`src/rtl/mem_write_tracer.sv`:
```
// Run-control and store-trace block: taps the data-memory write port,
// records in-window stores in a show-ahead FIFO, and ends the run on a
// store to DONE_ADDR or after TIMEOUT RUN cycles.
module mem_write_tracer #(
  parameter int unsigned       ADDR_W    = 32,
  parameter int unsigned       DATA_W    = 32,
  parameter int unsigned       DEPTH     = 16,
  parameter logic [ADDR_W-1:0] DONE_ADDR = 'h0000_00FC,
  parameter logic [ADDR_W-1:0] WIN_LO    = 'h0000_0000,
  parameter logic [ADDR_W-1:0] WIN_HI    = 'h0000_00FF,
  parameter int unsigned       TIMEOUT   = 60
) (
  input  logic                        clk,
  input  logic                        reset,
  input  logic                        we,
  input  logic [ADDR_W-1:0]           addr,
  input  logic [DATA_W-1:0]           wdata,
  input  logic                        rd_en,
  output logic                        rd_valid,
  output logic [ADDR_W-1:0]           rd_addr,
  output logic [DATA_W-1:0]           rd_data,
  output logic [$clog2(DEPTH):0]      count,
  output logic                        full,
  output logic                        overflow,
  output logic                        running,
  output logic                        done,
  output logic                        timeout,
  output logic [DATA_W-1:0]           done_value,
  output logic [$clog2(TIMEOUT):0]    cycle_count
);

  localparam int unsigned PW   = $clog2(DEPTH);
  localparam int unsigned CNTW = PW + 1;
  localparam int unsigned CW   = $clog2(TIMEOUT) + 1;

  // One-hot so each status output is a flop bit.
  localparam logic [2:0] S_RUN  = 3'b001;
  localparam logic [2:0] S_DONE = 3'b010;
  localparam logic [2:0] S_TMO  = 3'b100;

  logic [2:0]        state_q, state_d;
  logic [CNTW-1:0]   count_q, count_d;
  logic [PW-1:0]     wr_ptr_q, wr_ptr_d;
  logic [PW-1:0]     rd_ptr_q, rd_ptr_d;
  logic              overflow_q, overflow_d;
  logic [DATA_W-1:0] done_value_q, done_value_d;
  logic [CW-1:0]     cycle_q, cycle_d;

  logic [ADDR_W-1:0] mem_addr_q [DEPTH];
  logic [DATA_W-1:0] mem_data_q [DEPTH];

  logic [ADDR_W-1:0] win_off;
  logic              in_win, qual, done_hit, pop, push, drop, is_full, is_run;

  assign is_run   = state_q[0];
  // Unsigned offset test avoids a constant compare when WIN_LO is zero.
  assign win_off  = addr - WIN_LO;
  assign in_win   = win_off <= (WIN_HI - WIN_LO);
  assign qual     = is_run && we && in_win;
  assign done_hit = is_run && we && (addr == DONE_ADDR);
  assign is_full  = count_q == CNTW'(DEPTH);
  assign pop      = rd_en && (count_q != '0);
  assign push     = qual && (!is_full || pop);
  assign drop     = qual && is_full && !pop;

  // Next-state for run control, FIFO bookkeeping and sticky status.
  always_comb begin
    state_d      = state_q;
    count_d      = count_q;
    wr_ptr_d     = wr_ptr_q;
    rd_ptr_d     = rd_ptr_q;
    overflow_d   = overflow_q | drop;
    done_value_d = done_value_q;
    cycle_d      = cycle_q;

    if (is_run) begin
      cycle_d = cycle_q + CW'(1);
      if (done_hit) begin
        state_d      = S_DONE;
        done_value_d = wdata;
      end else if (cycle_q == CW'(TIMEOUT - 1)) begin
        state_d = S_TMO;
      end
    end

    if (push) wr_ptr_d = wr_ptr_q + PW'(1);
    if (pop)  rd_ptr_d = rd_ptr_q + PW'(1);

    case ({push, pop})
      2'b10:   count_d = count_q + CNTW'(1);
      2'b01:   count_d = count_q - CNTW'(1);
      default: count_d = count_q;
    endcase
  end

  // Control registers with synchronous active-low reset.
  always_ff @(posedge clk) begin
    if (!reset) begin
      state_q      <= S_RUN;
      count_q      <= '0;
      wr_ptr_q     <= '0;
      rd_ptr_q     <= '0;
      overflow_q   <= 1'b0;
      done_value_q <= '0;
      cycle_q      <= '0;
    end else begin
      state_q      <= state_d;
      count_q      <= count_d;
      wr_ptr_q     <= wr_ptr_d;
      rd_ptr_q     <= rd_ptr_d;
      overflow_q   <= overflow_d;
      done_value_q <= done_value_d;
      cycle_q      <= cycle_d;
    end
  end

  // Trace storage; contents need no reset since pointers define validity.
  always_ff @(posedge clk) begin
    if (reset && push) begin
      mem_addr_q[wr_ptr_q] <= addr;
      mem_data_q[wr_ptr_q] <= wdata;
    end
  end

  assign rd_valid    = count_q != '0;
  assign rd_addr     = mem_addr_q[rd_ptr_q];
  assign rd_data     = mem_data_q[rd_ptr_q];
  assign count       = count_q;
  assign full        = is_full;
  assign overflow    = overflow_q;
  assign running     = state_q[0];
  assign done        = state_q[1];
  assign timeout     = state_q[2];
  assign done_value  = done_value_q;
  assign cycle_count = cycle_q;

endmodule

```
`config.mk`:
```
export PLATFORM = sky130hd
export DESIGN_NAME = mem_write_tracer
export DESIGN_NICKNAME = d
export VERILOG_FILES = /design/src/rtl/mem_write_tracer.sv
export SDC_FILE = /design/constraint.sdc
export NUM_CORES = 1
export LEC_CHECK = 0
export CAP_MARGIN = 10
export CORE_ASPECT_RATIO = 0.7
export CORE_MARGIN = 2
export CORE_UTILIZATION = 45
export DETAILED_ROUTE_END_ITERATION = 12
export PLACE_DENSITY = 0.69
export SYNTH_ARGS = -nofsm -noshare
export SYNTH_HDL_FRONTEND = slang
export SYNTH_SLANG_ARGS = --single-unit
```
`constraint.sdc`:
```
create_clock -name clk -period 17.8 [get_ports clk]
set_input_delay 1.78 -clock clk [delete_from_list [all_inputs] [get_ports clk]]
set_output_delay 1.78 -clock clk [all_outputs]
set_load 0.02 [all_outputs]
```
==> out/metrics.yaml, run 1 <==
setup_slack_ns: 10.85
max_cap_violations: 0
drive_gt1_frac: 0.267
synth_area_leaders: "edfxtp_1 (75%), mux4_2 (18%), dfxtp_1 (2.9%), mux2i_1 (0.93%), nor2b_1 (0.53%)"
ir_worst_vdd_mv: 0.0863
fp.coreArea_um2: 90200
totalWireLength_um: 90700
ys_ff_latch: 1084
synth.distinct_cells: 44
hpwlAfterDp_um: 49500
synth_mux_area_frac: 0.185
ctsHoldBuffers: 0
cts_setup_buffers: 0
drt-pass1-iter-count: 5
clk_pin_slew_ns: 0.06
portBuffers: 181
die_h_um: 257
clockBufferDepth: 3
area_delta_synth_final_pct: 16.4
cts_tree: "done"
io_pins: 182
slew-limit-headroom: 0.184
setup.worst_path.class: "reg2out"
yosysWarningCount: 0
ys.flop_type: "edfxtp_1"
grt_max_degree: 110
leakage_nw: 14.3
synth_top_family_by_area: "multiplexers"
startpoint_type: "flop"
insertion_delay_ns: 0.66
synth_enable_flop_cells: 1024
fillers: 6756
cp_data_arrival_time_ns: 5.17
synth_xor_area_frac: 0.00213
power_mw: 5.03
syn_area_um2: 41100
multi_input_area_um2: 8810
syn_nets: 1772
vias: 18800
cts-root-buf: "clkbuf_16"
synth.most_common_cell: "edfxtp_1"
finalClockSkew_ns: 0.0307
rows: 92
first_iter_violations: 2116
setup.worst_path.end_class: "output port"
antenna_found_initial: 5
rsz0062_at_grt: "false"
avgSynthCellArea_um2: 24.3
fmax_mhz: 144
grtUsageTotal: 0.196
routedWlPerCell_um: 27.9
gr-total-overflow: 0
nets: 2015
finalSetupViolations: 0
cts_max_level: 3
placed_cells: 3057
hold_violations: 0
dieArea_um2: 93800
fp.dieW_um: 365
syn_inst: 1694
setup_tns_ns: 0
synth_compound_gate_area_share: 0.00368
synthAdderAreaFrac: 0.00323
grt_pass1_wl_um: 133000
timing.final.crit_share: 0.391
drc: 0
initial_utilization: 0.456
tightest_slew_ns: 1.22
grt_pass1_vias: 19400
drv_slew: 0
ant_nets: 0
required_ns: 16.02
final-seq-area_um2: 32000
power_density_nw_per_um2: 105
vias_per_cell: 5.79
cts-resized-gates: 0
netlist.area_leader.share: 0.748
ys_seq_area_frac: 0.777
worst_hold_path_type: "reg2reg"
instances_no_fill: 3246
place.gp.congestion: 0.771
outcome: "completed"
cts_buffers: 100
synthTopCellsByCount: "edfxtp_1 (1024), mux4_2 (320), dfxtp_1 (60)"
clock_sinks: 1084
worst_hold_slack_ns: 0.515
synth-simple-area-share: 0.0179
synth_top_cell_by_area: "edfxtp_1"
fin_crit_ns: 6.95
cp_max_fo: 76
async_flop_share: 0
preCtsSetupSlack_ns: 11.46
area by class of cell:
class | instances | share of cell area
Inverter | 4 | 0.000314
Timing Repair Buffer | 228 | 0.0454
Multi-Input combinational cell | 519 | 0.184
Antenna cell | 1 | 0.0000523
Clock inverter | 50 | 0.0127
Sequential cell | 1084 | 0.668
Clock buffer | 138 | 0.0576
Tap cell | 1222 | 0.0320
cells by family after synthesis:
family,count (synthesis)
AOI/OAI and AO/OA,22
xor gates and xnor gates,10
adders and majority gates,10
buffers and inverters,91
DFF,1084
muxes,358
and+or+nand+nor,119
registers in the layout, summed over array words and instances (netlist names), named ones only:
name         count
mem_addr_q     512
mem_data_q     512
done_value      32
cycle_count      7
count            5
rd_ptr_q         4
wr_ptr_q         4
state_q          3
overflow         1
report_power, final:
group	switching [mW]	internal (mW)
combinational	0.0425	0.0171
sequential	0.000788	2.79
clock	0.916	1.26
path summary, 6_finish.rpt:
path                   from          endpoint  slack [ns]  cells after the start
max                    flop        rd_addr[4]       10.85                      5
min          done_value[14]    done_value[14]        0.52                      2
max reg2reg      state_q[0]  mem_data_q[3][1]       13.86                      5
min reg2reg  done_value[14]    done_value[14]        0.52                      2
stage by stage:
step           area, um2  utilization
6_report           47900        0.530
3_5_place_dp       44500        0.493
3_3_place_gp       44500        0.493
2_1_floorplan      41100            -
5_1_grt            47900        0.530
4_1_cts            47900        0.530
cells in the final DEF, fill, tap and decap left out, types with 2 or more instances in the layout:
cell and count:
edfxtp_1 1024, mux4_2 320, clkdlybuf4s50_1 180, clkbuf_16 102, dfxtp_1 56, buf_4 46, mux2i_1 38, nor2b_1 35
clkbuf_1 29, nand2_1 25, clkinv_2 14, clkinv_1 13, bufinv_16 12, and2_1 10, ha_1 9, xnor2_1 8
nor4_1 7, clkbuf_8 7, o21ai_0 5, nor3_2 5, nor4_2 5, a21boi_0 5, a21oi_1 5, clkinvlp_4 5
inv_1 4, nand3_1 4, or3_1 4, nor4b_2 4, nor4_4 4, nand2b_1 4, dfxtp_4 4, nand4_1 3
nor2_1 2, nand4b_1 2, xor2_1 2, a21o_1 2, clkinv_8 2, inv_6 2
worst max-delay path: stages, from the launching register on:
cell	delay, ns
dfxtp_4	0.89
buf_4	0.88
buf_4	0.95
mux4_2	0.44
mux4_2	0.57
clkdlybuf4s50_1	0.58
routing by layer:
| layer | GRT usage | routed length (um) | part of all wire |
|---|---|---|---|
| met1 | 0.305 | 40400 | 0.44 |
| met2 | 0.289 | 41700 | 0.46 |
| met3 | 0.0372 | 7020 | 0.077 |
| met4 | 0.0423 | 1640 | 0.018 |
| met5 | 0 | 10 | 0.00011 |
No activity file was read; power rests on OpenSTA's default activity.
==> run 2: changes to the inputs <==
Clock period 17.8 ns to 7.2 ns, I/O delays scaled along.
==> out/metrics.yaml, run 2 (synthesized netlist as in run 1, its figures left out) <==
outcome: "completed"  # unchanged
max_cap_violations: 0  # unchanged
cp_max_fo: 97  # was 76
critPathBufInv: 2  # was 3
startpoint_type: "flop"  # unchanged
fp.coreArea_um2: 90200  # unchanged
reg2reg_to: "mem_addr_q[9][4]"  # was mem_data_q[3][1]
cts-resized-gates: 0  # unchanged
area_delta_synth_final_pct: 16.3  # was 16.4%
finalSetupViolations: 0  # unchanged
cts_setup_buffers: 0  # unchanged
leakage_nw: 14.2  # was 14.3 nW
clk_pin_slew_ns: 0.07  # was 0.06 ns
vias_per_cell: 5.74  # was 5.79
rows: 92  # unchanged
layout_common_cells: "edfxtp_1 (1024), mux4_2 (320), clkdlybuf4s50_1 (180), clkbuf_16 (98), dfxtp_1 (56)"  # was edfxtp_1 (1024), mux4_2 (320), clkdlybuf4s50_1 (180), clkbuf_16 (102), dfxtp_1 (56)
clock_sinks: 1084  # unchanged
first_iter_violations: 2043  # was 2116
drc: 0  # unchanged
path_cells: "buf_12, mux4_2, mux4_2, clkdlybuf4s50_1"  # was buf_4, buf_4, mux4_2, mux4_2, clkdlybuf4s50_1
hold_violations: 0  # unchanged
drv_slew: 0  # unchanged
combPwrFrac: 0.012  # about the same
instances_no_fill: 3238  # was 3246
gr-total-overflow: 0  # unchanged
timing.final.crit_share: 0.657
cts_buffers: 98  # was 100
critPathMaxStageDelay_ns: 1.14  # was 0.95 ns
drt-pass1-iter-count: 5  # unchanged
power.switching_mw: 2.35  # was 960 uW
dpl-instance-area_um2: 44600  # was 44500 um2
grtUsageTotal: 0.192  # was 0.196
drive_gt1_frac: 0.266  # was 0.267
portBuffers: 181  # unchanged
initial_utilization: 0.456  # unchanged
worst_hold_path_type: "in2reg"  # was reg2reg
setup.worst_path.class: "reg2out"  # unchanged
required_ns: 6.48  # was 16.02 ns
nets: 2013  # was 2015
endpoint: "rd_addr[20]"  # was rd_addr[4]
internal-power_mw: 9.95  # was 4.07 mW
final_common_cell: "edfxtp_1"  # unchanged
finalClockSkew_ns: 0.0187  # was 0.0307 ns
fp.dieW_um: 365  # unchanged
clockBufferDepth: 3  # unchanged
netSwitchingFraction: 0.191  # about the same
setup.worst_path.end_class: "output port"  # unchanged
power_density_nw_per_um2: 257  # was 105 nW/um2
insertion_delay_ns: 0.66  # about the same
totalWireLength_um: 88600  # was 90700 um
cts_max_level: 3  # unchanged
cts_tree: "done"  # unchanged
rsz0062_at_grt: "false"  # unchanged
grt_max_degree: 98  # was 110
cp_data_arrival_time_ns: 4.01  # was 5.17 ns
vias: 18600  # was 18800
antenna_found_initial: 3  # was 5
hpwlAfterDp_um: 48500  # was 49500 um
post-route-util: 0.530  # about the same
fmax_mhz: 211
routedWlPerCell_um: 27.4  # was 27.9 um
grt_pass1_vias: 19500  # was 19400
slew-limit-headroom: 0.191  # was 0.184
power_frac_clock: 0.428  # was 0.434
io_pins: 182  # unchanged
sequentialPowerShare: 0.560  # was 0.555
holdCritStartpoint: "reset"  # was done_value[14]
ctsHoldBuffers: 0  # unchanged
place.gp.congestion: 0.747  # was 0.771
ir_worst_vdd_mv: 0.170  # was 0.0863 mV
critPathMostFrequentCell: "mux4_2"
grt_pass1_wl_um: 131000  # was 133000 um
r2r_setup_slack_ns: 3.52  # was 13.86 ns
cts-root-buf: "clkbuf_16"  # unchanged
cp.depth: 4  # was 5
r2r_cells: 6  # was 5
critical-path-slowest-cell: "dfxtp_4"  # was buf_4
die_h_um: 257  # unchanged
dieArea_um2: 93800  # unchanged
reg2reg_from: "state_q[0]"  # unchanged
crit_family: "flip-flops"  # was buffers and inverters
tightest_slew_ns: 1.21  # was 1.22 ns
final_area_um2: 47800  # was 47900 um2
placed_cells: 3057  # unchanged
fin_crit_ns: 4.73
ant_nets: 0  # unchanged
## run 2: cell type report
class,instances,area [um2]
Antenna cell,1,2.50
Clock buffer,115,2530
Clock inverter,65,701
Fill cell,6808,42400
Inverter,4,15.0
Multi-Input combinational cell,519,8840
Sequential cell,1084,32000
Tap cell,1222,1530
Timing Repair Buffer,228,2250
## run 2: worst min path at each step
stage | endpoint | slack [ns] | depth (start not counted)
3_3_place_gp | flop | 0.49 | 2
3_5_place_dp | state_q[1] | 0.50 | 2
6_report | overflow | 0.41 | 2
2_1_floorplan | flop | 0.48 | 2
4_1_cts | overflow | 0.37 | 2
5_1_grt | overflow | 0.39 | 2
## run 2: power groups by stage
stage                     Clock (mW)  Sequential (mW)  Combinational, mW
after global placement             0             7.02              0.134
final                           5.27             6.89              0.144
after CTS                       5.38             6.89              0.145
after detailed placement           0             7.03              0.145
after floorplan                    0             7.03             0.0120
after global routing            5.62             6.89              0.158
## run 2: stage by stage
| stage | setup slack [ns] | hold WS, ns | TNS (ns) | total power [mW] |
|---|---|---|---|---|
| floorplan | -1.42 | 0.480 | -346.38 | 7.04 |
| global route | 2.30 | 0.391 | 0 | 12.7 |
| detailed placement | 1.99 | 0.500 | 0 | 7.17 |
| finish | 2.47 | 0.411 | 0 | 12.3 |
| CTS | 2.39 | 0.368 | 0 | 12.4 |
| global placement | 2.04 | 0.486 | 0 | 7.16 |
## run 2: layer usage
metal,wire (um),share of wire,global-route usage,vias to the layer above
met5,12,0.00014,0,-
met4,1780,0.020,0.0461,2
met3,6470,0.073,0.0404,118
met2,41700,0.47,0.295,696
met1,38600,0.44,0.284,10000
li1,-,-,-,7750
